**config.mk**
```make
export PLATFORM = sky130hd
export DESIGN_NAME = disp_scan_ctrl
export DESIGN_NICKNAME = d
export VERILOG_FILES = /design/src/rtl/disp_scan_ctrl.sv
export SDC_FILE = /design/constraint.sdc
export NUM_CORES = 1
export LEC_CHECK = 0
export CORE_MARGIN = 2
export CORE_UTILIZATION = 55
export CTS_CLUSTER_SIZE = 20
export DETAILED_ROUTE_END_ITERATION = 7
export PLACE_DENSITY = 0.79
export SETUP_SLACK_MARGIN = 0.1
export SLEW_MARGIN = 20
export SYNTH_ARGS = -nofsm -noshare
export SYNTH_HDL_FRONTEND = slang
export SYNTH_SLANG_ARGS = --single-unit
```
**constraint.sdc**
```tcl
create_clock -name ck -period 5.6 [get_ports ck]
set_input_delay 0.84 -clock ck [delete_from_list [all_inputs] [get_ports ck]]
set_output_delay 0.84 -clock ck [all_outputs]
set_load 0.02 [all_outputs]
```
**src/rtl/disp_scan_ctrl.sv**
```systemverilog
// Time-multiplexed 7-seg digit scanner: frame snapshot, ghost blanking, LZ suppression, blinking.
// All outputs registered (one cycle after inputs are sampled); no backpressure, en=0 darkens next cycle.
module disp_scan_ctrl #(
  parameter int DIGITS       = 4,
  parameter int TICK_DIV     = 50000,
  parameter int BLANK_CYC    = 500,
  parameter int BLINK_FRAMES = 64
) (
  input  logic                        ck,
  input  logic                        reset,
  input  logic                        en,
  input  logic [4*DIGITS-1:0]         digit_data,
  input  logic                        lz_en,
  input  logic [DIGITS-1:0]           blink_mask,
  output logic [3:0]                  seg_data,
  output logic [DIGITS-1:0]           ctrl_data,
  output logic [$clog2(DIGITS)-1:0]   digit_idx,
  output logic                        frame_start
);

  localparam int IW = $clog2(DIGITS);
  localparam int CW = $clog2(TICK_DIV);
  localparam int FW = (BLINK_FRAMES > 1) ? $clog2(BLINK_FRAMES) : 1;

  localparam logic [1:0] ST_IDLE  = 2'd0;
  localparam logic [1:0] ST_BLANK = 2'd1;
  localparam logic [1:0] ST_SHOW  = 2'd2;

  localparam logic [CW-1:0] CNT_LAST  = CW'(TICK_DIV - 1);
  localparam logic [CW-1:0] CNT_BLANK = CW'(BLANK_CYC);
  localparam logic [IW-1:0] IDX_LAST  = IW'(DIGITS - 1);
  localparam logic [FW-1:0] FRM_LAST  = FW'(BLINK_FRAMES - 1);

  logic [1:0]          state_q, state_d;
  logic [CW-1:0]       cnt_q, cnt_d;
  logic [IW-1:0]       idx_q, idx_d;
  logic [4*DIGITS-1:0] snap_q, snap_d;
  logic [FW-1:0]       frm_q, frm_d;
  logic                phase_q, phase_d;
  logic [3:0]          seg_q, seg_d;
  logic [DIGITS-1:0]   ctrl_q, ctrl_d;
  logic                fs_q, fs_d;

  logic [DIGITS-1:0]   lz_sup;
  logic                zero_above;
  logic                sup;
  logic [3:0]          nib;

  // Slot/frame sequencing; the snapshot is only refreshed when a frame begins.
  always_comb begin
    state_d = state_q;
    cnt_d   = cnt_q;
    idx_d   = idx_q;
    snap_d  = snap_q;
    frm_d   = frm_q;
    phase_d = phase_q;
    fs_d    = 1'b0;
    if (!en) begin
      state_d = ST_IDLE;
      cnt_d   = '0;
      idx_d   = '0;
      snap_d  = '0;
    end else begin
      if (state_q == ST_IDLE) begin
        cnt_d  = '0;
        idx_d  = '0;
        snap_d = digit_data;
        fs_d   = 1'b1;
      end else if (cnt_q == CNT_LAST) begin
        cnt_d = '0;
        if (idx_q == IDX_LAST) begin
          idx_d  = '0;
          snap_d = digit_data;
          fs_d   = 1'b1;
          if (frm_q == FRM_LAST) begin
            frm_d   = '0;
            phase_d = ~phase_q;
          end else begin
            frm_d = frm_q + 1'b1;
          end
        end else begin
          idx_d = idx_q + 1'b1;
        end
      end else begin
        cnt_d = cnt_q + 1'b1;
      end
      state_d = (cnt_d < CNT_BLANK) ? ST_BLANK : ST_SHOW;
    end
  end

  // lz_sup[i]: nibbles i..DIGITS-1 of the upcoming snapshot are all zero (digit 0 exempt).
  always_comb begin
    lz_sup     = '0;
    zero_above = 1'b1;
    for (int i = DIGITS - 1; i >= 1; i--) begin
      zero_above = zero_above & (snap_d[4*i +: 4] == 4'h0);
      lz_sup[i]  = zero_above;
    end
  end

  // Outputs are computed from next-state values so the registered outputs track the slot exactly.
  always_comb begin
    seg_d  = 4'h0;
    ctrl_d = '0;
    sup    = (lz_en & lz_sup[idx_d]) | (blink_mask[idx_d] & phase_d);
    nib    = snap_d[{idx_d, 2'b00} +: 4];
    if (state_d != ST_IDLE && !sup) begin
      seg_d = nib;
      if (state_d == ST_SHOW) begin
        ctrl_d = DIGITS'(1) << idx_d;
      end
    end
  end

  always_ff @(posedge ck or negedge reset) begin
    if (!reset) begin
      state_q <= ST_IDLE;
      cnt_q   <= '0;
      idx_q   <= '0;
      snap_q  <= '0;
      frm_q   <= '0;
      phase_q <= 1'b0;
      seg_q   <= 4'h0;
      ctrl_q  <= '0;
      fs_q    <= 1'b0;
    end else begin
      state_q <= state_d;
      cnt_q   <= cnt_d;
      idx_q   <= idx_d;
      snap_q  <= snap_d;
      frm_q   <= frm_d;
      phase_q <= phase_d;
      seg_q   <= seg_d;
      ctrl_q  <= ctrl_d;
      fs_q    <= fs_d;
    end
  end

  assign seg_data    = seg_q;
  assign ctrl_data   = ctrl_q;
  assign digit_idx   = idx_q;
  assign frame_start = fs_q;

endmodule
```
## After elaboration in Yosys (flattened, before gate mapping)

Index checks and enable logic that the tools add are counted.

| storage, ports and cells | value |
|---|---|
| register bits after elaboration | 52 |
| latch bits | 0 |
| memory bits (writable) | 0 |
| memory bits (read-only) | 0 |
| bits of input ports | 24 |
| output and inout port bits | 11 |
| word-level logic and storage cells | 66 |
| memories | 0 |

| operators by class | value |
|---|---|
| add/sub/neg operators | 3 |
| multipliers | 0 |
| div/mod/pow operators | 0 |
| order comparisons | 2 |
| eq/ne operators | 4 |
| shift operators | 2 |
| muxes and demuxes | 31 |
| bitwise gates (word level) | 7 |
| reduce and logical (&&, ||, !) cells | 8 |

Operators with widths:

| cell | count |
|---|---|
| two-way mux 16 bit | 8 |
| adder 16 x 1 -> 16 bit (second input constant) | 1 |
| equality test 16 bit (second input constant) | 1 |
| < comparator 16 x 9 -> 1 bit (second input constant) | 1 |
| indexed part select 16 x 5 -> 4 bit | 1 |
| zero test 4 bit | 3 |
| two-way mux 2 bit | 6 |
| two-way mux 4 bit | 3 |
| two-way mux 1 bit | 11 |
| adder 6 x 1 -> 6 bit (second input constant) | 1 |
| equality test 6 bit (second input constant) | 1 |
| two-way mux 6 bit | 1 |
| bitwise AND 1 bit | 4 |
| binary-select mux 1 bit (select 2 bit) | 2 |
| equality test 2 bit (second input constant) | 2 |
| AND reduction 4 bit | 1 |
| << shifter 1 x 2 -> 4 bit (first input constant) | 1 |
| < comparator 2 x 3 -> 1 bit (second input constant) | 1 |
| adder 2 x 1 -> 2 bit (second input constant) | 1 |
| zero test 2 bit | 1 |
| NOT 1 bit | 2 |
| nonzero test 2 bit | 1 |
| logical AND 1 bit | 1 |
| zero test 1 bit | 1 |
| bitwise OR 1 bit | 1 |

## Longest topological paths before layout

| depth | value |
|---|---|
| depth after elaboration | 15 |
| gate-level depth with buffers | 10 |
| gate-level depth less buffers | 9 |

## Worst setup path before layout

OpenSTA, ideal clock, no wires.

| timing | value |
|---|---|
| path kind | register to register |
| from | reg cnt_q[4] |
| to | reg seg_q[1] (netlist: seg_data[1]) |
| setup time | 99 ps |
| arrival time | 2772 ps |
| required time | 5501 ps |
| setup slack | 2729 ps |
| stages on the path, launching flop included | 9 |
| buffers on the path | 0 |
| period minus slack after synthesis | 2871 ps |
| cell sequence | dfrtp_1 or4b_4 nor4_4 mux2i_1 clkinv_1 a211oi_1 o31a_1 nand3_4 a311oi_1 |

| on the way | value |
|---|---|
| elaborated cells on any way between the ends | 34 |
| those cells by class | add/sub (1); order compare (1); eq/ne (1); shift (1); mux (19); bitwise (5); reduce/logical (6) |

RTL lines:

| what | RTL line | text |
|---|---|---|
| start: declaration | 35 | `logic [CW-1:0] cnt_q, cnt_d;` |
| start signal: assignment | 128 | `cnt_q <= cnt_d;` |
| equality test 16 bit (*) | 69 | `end else if (cnt_q == CNT_LAST) begin` |
| two-way mux 2 bit (*) | 69 |  |
| two-way mux 2 bit (*) | 64 | `if (state_q == ST_IDLE) begin` |
| two-way mux 2 bit (*) | 58 | `if (!en) begin` |
| net idx_d[0] | 36 | `logic [IW-1:0] idx_q, idx_d;` |
| binary-select mux 1 bit (select 2 bit) | 105 | `sup = (lz_en & lz_sup[idx_d]) \| (blink_mask[idx_d] & phase_d);` |
| two-way mux 1 bit (not written as such) | 105 |  |
| bitwise AND 1 bit | 105 |  |
| bitwise OR 1 bit | 105 |  |
| zero test 1 bit | 107 | `if (state_d != ST_IDLE && !sup) begin` |
| logical AND 1 bit | 107 |  |
| two-way mux 4 bit (*) | 107 |  |
| net seg_d[1] | 40 | `logic [3:0] seg_q, seg_d;` |
| end signal: assignment | 133 | `seg_q <= seg_d;` |
| end: declaration | 40 |  |

Mark *: on every way through the listed nets, which the timed path passes. The rest lies on a longest branch. The select of a mux whose other input is x is not followed.
A chain may end at the register's enable or synchronous reset.

## Worst setup path in the final report

Ends and elaborated chain as after synthesis.

==> metrics.txt <==
end point of the critical path seg_data[1]; final setup TNS 0 ns; Layout fillers approximately 440; Post-Synth XOR/XNOR Area about 5.9%; Die ar. approximately 5700 sq um; worst path cell trace or4b_4 -> nor4_4 -> mux2i_2 -> clkinv_1 -> a211oi_1 -> o31a_1 -> nand3_4 -> a311oi_1; top area cells in the synthesized netlist dfrtp_1, nand2_1, nor2_1, xnor2_1, nor3_1; GP Congestion between 0.9 and 1; Port Buf Inserts 34; EDFF count, synth 0; RSZ-0062 raised after global routing no; clk_lat worst skew around 0.30 ns; post-layout minimum cycle time between 3 and 4 ns; Inst Count DP about 400; fmax 0.275 GHz; CP startpoint kind flip-flop; layout cells sized above 1 7.78%; GRT Util Overall a little under a quarter; post-route insts no fill 404; predominant post-synthesis flop cell dfrtp_1; NumNets Final about 360; hold slack approximately 0.5 ns; CTS root buf clkbuf_8; largest family of logic cells by synthesized area simple AND/OR/NAND/NOR gates; die height ~76 um; status finished, final reports clean; Clock Sinks 52; Buf/Inv on CP 1; Ports 35; Core Util, Final approximately 65%; critical path startpoint cnt_q[4]; Initial Util a little under three fifths; Post-Synthesis Cell Area approximately 2800 sq um; RR Endpoint seg_data[1]; initial antenna violation count 0; Setup violations, final 0; Adder-Cell Fraction of Synth Area 1.33%; ant diodes 0; Crit Path Class flip-flop to flip-flop; delay-heaviest family, CP simple AND/OR/NAND/NOR gates; TritonCTS clock tree done; count leader, synth dfrtp_1; CP peak stage delay 0.71 ns; postcts setup bufs 0; site row count 26; R2R setup slack roughly 2.0 ns; Worst path slowest cell mux2i_2; worst-case clock buffer depth 2; register area share after synthesis between 40 and 50%; RR Startpoint cnt_q[4]; wire per inst roughly 15 um; Post-Synthesis Cells between 300 and 400; fin. max-slew vios 0; WP depth 8; DRT Pass-1 Iters 5; Crit Path Max Fanout 13; DP HPWL approximately 4.5 mm; Overflow after GRT 0; Slew @ Worst Pin approximately 0.74 ns; Yosys reg bits 52; DRC 0; dominant cell type by area after synthesis dfrtp_1; final clock skew 0.00467 ns; hold_buf cts 0; Chip Width 75.6 um; final hold violations 0; post-layout power between 600 and 700 uW; post-route ant nets 0; DR iter-0 viols roughly 210; Power per Cell Area between 200 and 250 nW/um^2; Worst setup EP type flip-flop; final WL 6.08 mm; post-synthesis mux area share 0.355%; Reg area 1300 sq um; R2R cell count 8; largest net degree at the start of global routing 53; H-tree Lvls 2; CP arrival between 3 and 4 ns; Hold Path Class flip-flop to flip-flop; simple-gate area share of the yosys netlist 25.7%; Synth Area in Compound Gates between 10% and 20%; required time worst endpoint about 5.8 ns; VDD IR max roughly 0.14 mV; Worst-path clk slew 0.09 ns; Post-Syn Nets 330; CTS buffer count 5; Yosys top cell area share 46.2%; global-route wire length before repair roughly 9.8 mm; area of the multi-input gates ~1400 sq um; max-capacitance violation count 0; Max transition margin about 50%; Final Cycle Share between 60% and 70%; core box area 5010 sq um; vias 2330; area delta synth->final 16.3%; Post-Syn Area per Cell a little over 9 sq um; Vias/cell ~5.8; Synth warnings 0; leakage approximately 1.4 nW; Cell variety after synth 57; synth cell count leaders dfrtp_1, nand2_1, nor2_1, nor3_1; post-synthesis async set-or-reset flop share between 90% and 100%; vias in the first global route 2000; post-cts sizing count 0
## cell usage in the layout, fill, tap and decap left out, drive strengths merged, types with 3 or more instances in the layout
master and count:
nor2 38, nand3 7, a21boi 7, inv 8, and3 5, o21ai 14
nand2 39, or4 3, a31oi 4, xor2 5, nor4 9, xnor2 14
and2 8, buf 4, clkbuf 5, clkdlybuf4s50 33, a21oi 8, a311oi 4
nand4 8, a211oi 7, o21a 3, dfrtp 52, nor3 15, ha 3
## where the power goes
part           switching, mW  internal [mW]
registers            0.00605          0.385
clock network          0.115         0.0847
logic                 0.0381         0.0317
total                  0.160          0.501
## registers in the layout, indices dropped and copies added (netlist names), 2 cells and up
| signal | count |
|---|---|
| digit_idx | 2 |
| seg_data | 4 |
| cnt_q | 16 |
| state_q | 2 |
| ctrl_data | 4 |
| snap_q | 16 |
| frm_q | 6 |
## stage by stage
stage          setup slack [ns]  cell area (sq um)
3_3_place_gp               1.63               3190
6_report                   1.96               3280
2_1_floorplan              2.73               2820
3_5_place_dp               1.43               3190
5_1_grt                    1.70               3280
4_1_cts                    1.64               3270
## layer usage
metal	wire (um)	track usage, %	up-vias
met5	0	0	-
met4	87	7.02	0
met3	339	3.84	9
met2	2720	31.6	76
met1	2930	37.3	1101
li1	-	-	1144
## cell type report
type	instances	area share (%)
Clock inverter	2	0.382
Clock buffer	5	2.10
Multi-Input combinational cell	229	43.2
Timing Repair Buffer	37	10.9
Inverter	9	1.03
Sequential cell	52	39.7
Tap cell	70	2.67
## worst min path at each step
stage	slack, ns	from	depth (start not counted)	endpoint
6_report	0.50	frm_q[2]	1	frm_q[2]
5_1_grt	0.52	frm_q[5]	1	frm_q[5]
4_1_cts	0.50	frm_q[2]	1	frm_q[2]
3_5_place_dp	0.49	phase_q	2	phase_q
3_3_place_gp	0.47	frm_q[5]	1	frm_q[5]
2_1_floorplan	0.44	frm_q[5]	1	frm_q[5]
## cell families (layout without fill, tap and decap cells)
kind of cell             after synthesis  count (layout)
AND/OR/NAND/NOR                      142             142
AO/OA/AOI/OAI                         64              64
flip-flops                            52              52
buffers and inverters                 22              53
XOR/XNOR                              19              19
adder cells (fa/ha/maj)                3               3
multiplexers                           1               1
Power figures use the tool's default switching activity.
